<file path="config.mk">
export PLATFORM = sky130hd
export DESIGN_NAME = ray_frame_scheduler
export DESIGN_NICKNAME = d
export VERILOG_FILES = /design/src/rtl/ray_frame_scheduler.sv
export SDC_FILE = /design/constraint.sdc
export NUM_CORES = 1
export LEC_CHECK = 0
export BUFFER_PORTS_ARGS = -buffer_cell sky130_fd_sc_hd__buf_2
export CELL_PAD_IN_SITES_DETAIL_PLACEMENT = 0
export CELL_PAD_IN_SITES_GLOBAL_PLACEMENT = 1
export CORE_UTILIZATION = 56
export CTS_BUF_LIST = sky130_fd_sc_hd__clkbuf_4 sky130_fd_sc_hd__clkbuf_8 sky130_fd_sc_hd__clkbuf_16
export DETAILED_ROUTE_END_ITERATION = 12
export PLACE_DENSITY_LB_ADDON = 0.1
export SLEW_MARGIN = 25
export SYNTH_ARGS = -nofsm -noshare
export SYNTH_HDL_FRONTEND = slang
export SYNTH_SLANG_ARGS = --single-unit
</file>
<file path="constraint.sdc">
create_clock -name clk -period 12.25 [get_ports clk]
set_input_delay 2.45 -clock clk [delete_from_list [all_inputs] [get_ports clk]]
set_output_delay 2.45 -clock clk [all_outputs]
set_load 0.02 [all_outputs]
</file>
<file path="src/rtl/ray_frame_scheduler.sv">
// Frame scheduler: walks pixels in raster order, issues rays under a
// credit limit and tags in-order results with their pixel coordinates.
module ray_frame_scheduler #(
  parameter int              WIDTH        = 640,
  parameter int              HEIGHT       = 480,
  parameter int              X_W          = 10,
  parameter int              Y_W          = 9,
  parameter int              FP_W         = 32,
  parameter logic [FP_W-1:0] STEP         = 32'h0000_0111,
  parameter int              MAX_INFLIGHT = 16
) (
  input  logic            clk,
  input  logic            rst,
  input  logic            start,
  input  logic            abort,
  output logic            ray_valid,
  output logic [FP_W-1:0] screen_x,
  output logic [FP_W-1:0] screen_y,
  input  logic            ray_done,
  input  logic            ray_hit,
  output logic            pix_valid,
  output logic [X_W-1:0]  pix_x,
  output logic [Y_W-1:0]  pix_y,
  output logic            pix_hit,
  output logic            busy,
  output logic            frame_done,
  output logic            tag_err
);

  localparam int AW = $clog2(MAX_INFLIGHT);
  localparam int CW = $clog2(MAX_INFLIGHT + 1);
  localparam int TW = X_W + Y_W;

  localparam logic [FP_W-1:0] X0 =
    '0 - FP_W'(WIDTH / 2) * STEP;
  localparam logic [FP_W-1:0] Y0 =
    FP_W'(HEIGHT / 2) * STEP;

  localparam logic [X_W-1:0] X_LAST = X_W'(WIDTH - 1);
  localparam logic [Y_W-1:0] Y_LAST = Y_W'(HEIGHT - 1);
  localparam logic [CW-1:0]  MAX_C  = CW'(MAX_INFLIGHT);

  typedef enum logic [1:0] {
    IDLE,
    ISSUE,
    DRAIN,
    DONE
  } state_t;

  state_t state;
  state_t state_nx;

  logic [X_W-1:0]  px;
  logic [Y_W-1:0]  py;
  logic [FP_W-1:0] x_acc;
  logic [FP_W-1:0] y_acc;
  logic [CW-1:0]   inflight;
  logic [AW-1:0]   rd_ptr;
  logic [AW-1:0]   wr_ptr;
  logic [TW-1:0]   tag_mem [MAX_INFLIGHT];

  logic pop;
  logic issue;
  logic last_pix;

  // A same-cycle return frees a credit, so a full window can still issue
  assign pop      = ray_done && (inflight != '0);
  assign issue    = (state == ISSUE) && !abort &&
                    ((inflight < MAX_C) || pop);
  assign last_pix = (px == X_LAST) && (py == Y_LAST);

  assign busy       = (state != IDLE);
  assign frame_done = (state == DONE);

  always_ff @(posedge clk or posedge rst) begin
    if (rst) state <= IDLE;
    else     state <= state_nx;
  end

  always_comb begin
    state_nx = state;
    unique case (state)
      IDLE:  if (start) state_nx = ISSUE;
      ISSUE: begin
        if (abort)                 state_nx = DRAIN;
        else if (issue && last_pix) state_nx = DRAIN;
      end
      DRAIN: begin
        if (inflight == '0 && !ray_done)
          state_nx = DONE;
      end
      DONE:  state_nx = IDLE;
      default: state_nx = IDLE;
    endcase
  end

  always_ff @(posedge clk or posedge rst) begin
    if (rst) begin
      px    <= '0;
      py    <= '0;
      x_acc <= '0;
      y_acc <= '0;
    end else if (state == IDLE && start) begin
      px    <= '0;
      py    <= '0;
      x_acc <= X0;
      y_acc <= Y0;
    end else if (issue) begin
      if (px != X_LAST) begin
        px    <= px + X_W'(1);
        x_acc <= x_acc + STEP;
      end else begin
        px    <= '0;
        x_acc <= X0;
        py    <= py + Y_W'(1);
        y_acc <= y_acc - STEP;
      end
    end
  end

  always_ff @(posedge clk or posedge rst) begin
    if (rst) begin
      ray_valid <= 1'b0;
      screen_x  <= '0;
      screen_y  <= '0;
    end else begin
      ray_valid <= issue;
      if (issue) begin
        screen_x <= x_acc;
        screen_y <= y_acc;
      end
    end
  end

  always_ff @(posedge clk) begin
    if (issue) tag_mem[wr_ptr] <= {px, py};
  end

  always_ff @(posedge clk or posedge rst) begin
    if (rst) begin
      wr_ptr   <= '0;
      rd_ptr   <= '0;
      inflight <= '0;
    end else begin
      if (issue) wr_ptr <= wr_ptr + AW'(1);
      if (pop)   rd_ptr <= rd_ptr + AW'(1);
      if (issue && !pop)      inflight <= inflight + CW'(1);
      else if (!issue && pop) inflight <= inflight - CW'(1);
    end
  end

  always_ff @(posedge clk or posedge rst) begin
    if (rst) begin
      pix_valid <= 1'b0;
      pix_x     <= '0;
      pix_y     <= '0;
      pix_hit   <= 1'b0;
      tag_err   <= 1'b0;
    end else begin
      pix_valid <= pop;
      if (pop) begin
        {pix_x, pix_y} <= tag_mem[rd_ptr];
        pix_hit        <= ray_hit;
      end
      if (ray_done && inflight == '0) tag_err <= 1'b1;
    end
  end

endmodule

</file>
# After elaboration in Yosys (flattened, before gate mapping)
# Memory sizes are Yosys's and may differ from the RTL's. A register that Yosys moved wholly into a read port is not among the register bits.
# Cells that the tools add are included.
totals:
  ff_bits: 166
  ram_bits: 304
  input_bits: 6
  out_inout_bits: 89
  elab_cells: 78
  mem_count: 1
mem_list:
  columns: ["name", "depth", "width", "read_ports", "rd_clocked_by_memory_dff", "write_ports", "line_no", "rtl"]
  rows:
  - ["tag_mem", 16, 19, 1, 1, 1, "60", "logic [TW-1:0] tag_mem [MAX_INFLIGHT];"]
op_classes:
  add_sub_neg: 8
  n_lt_le_gt_ge: 1
  eq_ne: 10
  muxes: 21
  n_reduce_logical: 23
op_table:
  columns: ["op", "count"]
  rows:
  - ["$mux 32", 6]
  - ["$add 32x9->32 const B", 1]
  - ["$sub 32x9->32 const B", 1]
  - ["$mux 10", 3]
  - ["$mux 9", 3]
  - ["$add 10x1->10 const B", 1]
  - ["$eq 10x10->1 const B", 1]
  - ["$logic_and 1x1->1", 10]
  - ["$mux 5", 2]
  - ["$ne 10x10->1 const B", 1]
  - ["$add 9x1->9 const B", 1]
  - ["$eq 9x9->1 const B", 1]
  - ["$add 4x1->4 const B", 2]
  - ["$mux 2", 4]
  - ["$pmux 2 s4", 1]
  - ["$ne 2x2->1 const B", 3]
  - ["$reduce_bool 2->1", 3]
  - ["$add 5x1->5 const B", 1]
  - ["$logic_not 5->1", 1]
  - ["$lt 5x5->1 const B", 1]
  - ["$reduce_bool 5->1", 1]
  - ["$sub 5x1->5 const B", 1]
  - ["$eq 2x2->1 const B", 2]
  - ["$logic_not 1->1", 4]
  - ["other kinds (7)", 8]

# Longest topological paths before layout
logic_depth:
  ltp_word: 8
  depth_mapped: 16
  depth_no_buf: 13

# Worst setup path before layout
# OpenSTA, ideal clock, no wires.
synth_path:
  path_type: "input port to flip-flop"
  from: "in abort"
  to: "reg inflight[4]"
  setup_time_ns: 0.125
  arrival_time_ns: 4.919
  required_time_ns: 12.125
  setup_slack_ns: 7.206
  stages: 14
  path_buffers: 3
  path_cell_list: "nor2b_1 nand2_1 inv_1 clkbuf_1 clkbuf_1 clkbuf_1 ha_1 inv_1 fa_1 a21o_1 a21oi_1 xnor2_1 nor2_1 xor2_1"
synth_between:
  elab_chain_cells: 6
  word_cells_on_any_way: 8
  cone_classes: "mux: 1; reduce/logical: 7"
synth_lines:
  columns: ["element", "line_no", "rtl"]
  rows:
  - ["start: declaration", "15", "input logic abort,"]
  - ["$logic_not 1->1 (*)", "68", "assign issue = (state == ISSUE) && !abort &&"]
  - ["$logic_and 1x1->1 (*) (2 in series)", "68", null]
  - ["named net issue", "63", "logic issue;"]
  - ["$logic_not 1->1", "148", "else if (!issue && pop) inflight <= inflight - CW'(1);"]
  - ["$logic_and 1x1->1", "148", null]
  - ["$reduce_bool 2->1 (no line)", null, null]
  - ["end signal: assignment", "147", "if (issue && !pop) inflight <= inflight + CW'(1);"]
  - ["end signal: assignment", "148", null]
  - ["end: declaration", "57", "logic [CW-1:0] inflight;"]
# The timed path passes the listed nets; every way through them passes the cells marked *.
# A chain may end at the register's enable or synchronous reset.

# Worst setup path in the final report
layout_path:
  from: "in abort"
  to: "mem tag_mem[4][5] (netlist name), enable pin"
layout_between:
  elab_chain_cells: 5
layout_lines:
  columns: ["element", "line_no", "rtl"]
  rows:
  - ["$logic_not 1->1", "68", null]
  - ["$logic_and 1x1->1 (2 in series)", "68", null]
  - ["$mux 1", "136", "if (issue) tag_mem[wr_ptr] <= {px, py};"]
  - ["$mux 1 (implied by the code)", "136", null]
  - ["end: declaration", "60", null]
# Every way passes these cells.

==> flow_summary.json <==
{
  "status": "finished clean",
  "fmax_ghz": 0.217,
  "clk_pin_slew_worst_paths_ps": 60,
  "cts_tree": "built",
  "power.total_mw": 4.81,
  "grt_usage_pct": 23.5,
  "drc": 0,
  "gp_congestion": 0.763,
  "grt_max_degree": 114,
  "synth_edf_count": 304,
  "crit_path_start": "abort",
  "final_max_slew_viol_count": 0,
  "insertedDiodeCount": 0,
  "cts_resized": 0,
  "cp.required_ps": 12420,
  "r2r-start": "inflight[1]",
  "root_buffer": "clkbuf_16",
  "worstPathMaxFanout": 83,
  "slew_headroom_pct": 32.9,
  "power_density_nw_per_um2": 214,
  "syn_area_per_cell_sq_um": 14.8,
  "setup_viol": 0,
  "end_kind": "register",
  "skew_ps": 7.81,
  "synth_area_sq_um": 20000,
  "min_from": "tag_err",
  "wl_per_cell_um": 21.2,
  "critPathKind": "input pin to register",
  "postRouteAntennaNets": 0,
  "synth_top_area_share_pct": 45.7,
  "syn_to_final_growth_pct": 12.4,
  "vdd.ir_drop.worst_mv": 0.282,
  "max-cap-violations": 0,
  "die_w_um": 191,
  "initialDrtViolationCount": 684,
  "crit_arrival_ps": 4790,
  "yosysSeqAreaShare_pct": 68.9,
  "synth_cell_types": 52,
  "finalWirelength_um": 40700,
  "port_buffers": 94,
  "coreArea_sq_um": 34800,
  "drive_gt1_share_pct": 20.7,
  "layout_commonest_cell": "edfxtp_1",
  "synthCells": 1349,
  "cts_setup_buffers": 0,
  "dpl.hpwl_um": 24100,
  "vias": 11300,
  "grt_pass1_wl_um": 65300,
  "yosys_warnings": 0,
  "viasPerCell": 5.88,
  "initial_core_util_pct": 57.4,
  "grt-ovfl-total": 0,
  "clockBufferDepth": 3,
  "dieArea_sq_um": 36400,
  "timing.setup.tns_ps": 0,
  "dr.pass1.iters": 5,
  "synth_top_area_cell": "edfxtp_1",
  "numClockSinks": 489,
  "worst_pin_slew_ps": 1010,
  "finalHoldViolCount": 0,
  "ys_ff_latch": 489,
  "h-tree-depth": 2,
  "die_height_um": 191,
  "ys.flop_type": "edfxtp_1",
  "cts_buffers": 49,
  "core.rowCount": 68,
  "synthesis.nets": 1374,
  "clk_latency_ps": 550,
  "post-route-period-util_pct": 37.7,
  "synth_area_leaders": "edfxtp_1 (46%), dfrtp_1 (23%), mux4_2 (8.6%), nand2_1 (4.5%), xnor2_1 (1.4%)",
  "ys_async_sr_fraction_pct": 37.8,
  "final_util_pct": 64.5,
  "final_cell_mix": "edfxtp_1 (304), nand2_1 (237), dfrtp_1 (182)",
  "worstSetupStartpointType": "input pin",
  "min_path_type": "register to register",
  "antenna_found_initial": 0,
  "first_global_vias": 11300,
  "fin_nets": 1458,
  "io_pins": 95,
  "period_needed_ps": 4620,
  "grt_setup_unrepaired": "no",
  "hold_buffers": 0,
  "p_leak_nw": 8.27
}
## final timing paths
path | to | slack (ps) | cells past startpoint
max | tag_mem[4][5] | 7630 | 8
min | tag_err | 450 | 1
max reg2reg | inflight[4] | 8830 | 13
min reg2reg | tag_err | 450 | 1
max in group asynchronous | x_acc[11] | 9010 | 3
min in group asynchronous | pix_hit | 2020 | 2
## layout make-up
class,instances,area [sq um]
Inverter,16,67.6
Sequential cell,489,13800
Timing Repair Buffer,108,583
Tap cell,455,569
Fill cell,2540,12400
Multi-Input combinational cell,769,5900
Clock buffer,56,1280
Clock inverter,33,283
## power by group
part	internal [mW]	switching, mW	total (mW)
Sequential	1.96	0.191	2.15
Clock	0.851	0.605	1.46
Combinational	0.499	0.706	1.20
## cell usage after synthesis (all sizes together), types with 3 or more instances
library cell    n
a211oi          3
a21o            4
a21oi          30
a221o          18
a31o            4
a31oi           6
and2           15
and3           10
and4           10
buf            21
clkbuf         54
dfrtp         185
edfxtp        304
ha             18
inv            15
mux2           21
mux2i          24
mux4           76
nand2         238
nand2b          4
nand3          24
nand4           9
nor2           44
nor2b           3
nor3           38
nor4           15
o21ai          25
o31ai          16
o41ai           3
or2             3
or3            12
or4            24
xnor2          33
xor2           16
## worst max-delay path, stage by stage
cell	delay, ps
buf_2	100
nor2b_1	210
nand2_2	100
inv_2	70
buf_4	660
nand2_1	130
nor2_1	190
and2_1	790
## flip-flops by register name (all words and copies together), names as in the netlist
signal / count
inflight: 5
y_acc: 32
state: 2
screen_x: 32
wr_ptr: 4
py: 9
tag_err: 1
x_acc: 32
rd_ptr: 4
px: 10
ray_valid: 1
pix_x: 10
screen_y: 32
pix_hit: 1
tag_mem: 304
pix_valid: 1
pix_y: 9
## metrics by stage
stage / cells / hold WS [ps] / setup slack (ps) / area, sq um
floorplan: 1349 / 453 / 4770 / 20000
global placement: 1837 / 436 / 7110 / 20900
detailed placement: 1837 / 439 / 7020 / 20900
CTS: 1926 / 453 / 7590 / 22400
global route: 1926 / 487 / 7320 / 22400
finish: 1926 / 449 / 7630 / 22400
## cell families (layout without fill, tap and decap cells)
group | count (synthesis) | in the layout | synth area share [%]
flops | 489 | 489 | 68.9
compound gates | 120 | 120 | 4.14
fa+ha+maj | 19 | 19 | 1.23
buf+inv | 91 | 213 | 1.72
simple gates | 460 | 460 | 10.9
xor+xnor | 49 | 49 | 2.15
mux | 121 | 121 | 11.0
## routing by layer
metal	track usage (%)	vias to the layer above	share of wire, %
met5	0	-	0
met1	34.5	5821	46
met4	5.75	0	1.8
met3	3.22	50	3.9
li1	-	5233	-
met2	37.3	216	48
Power figures use the tool's default switching activity.
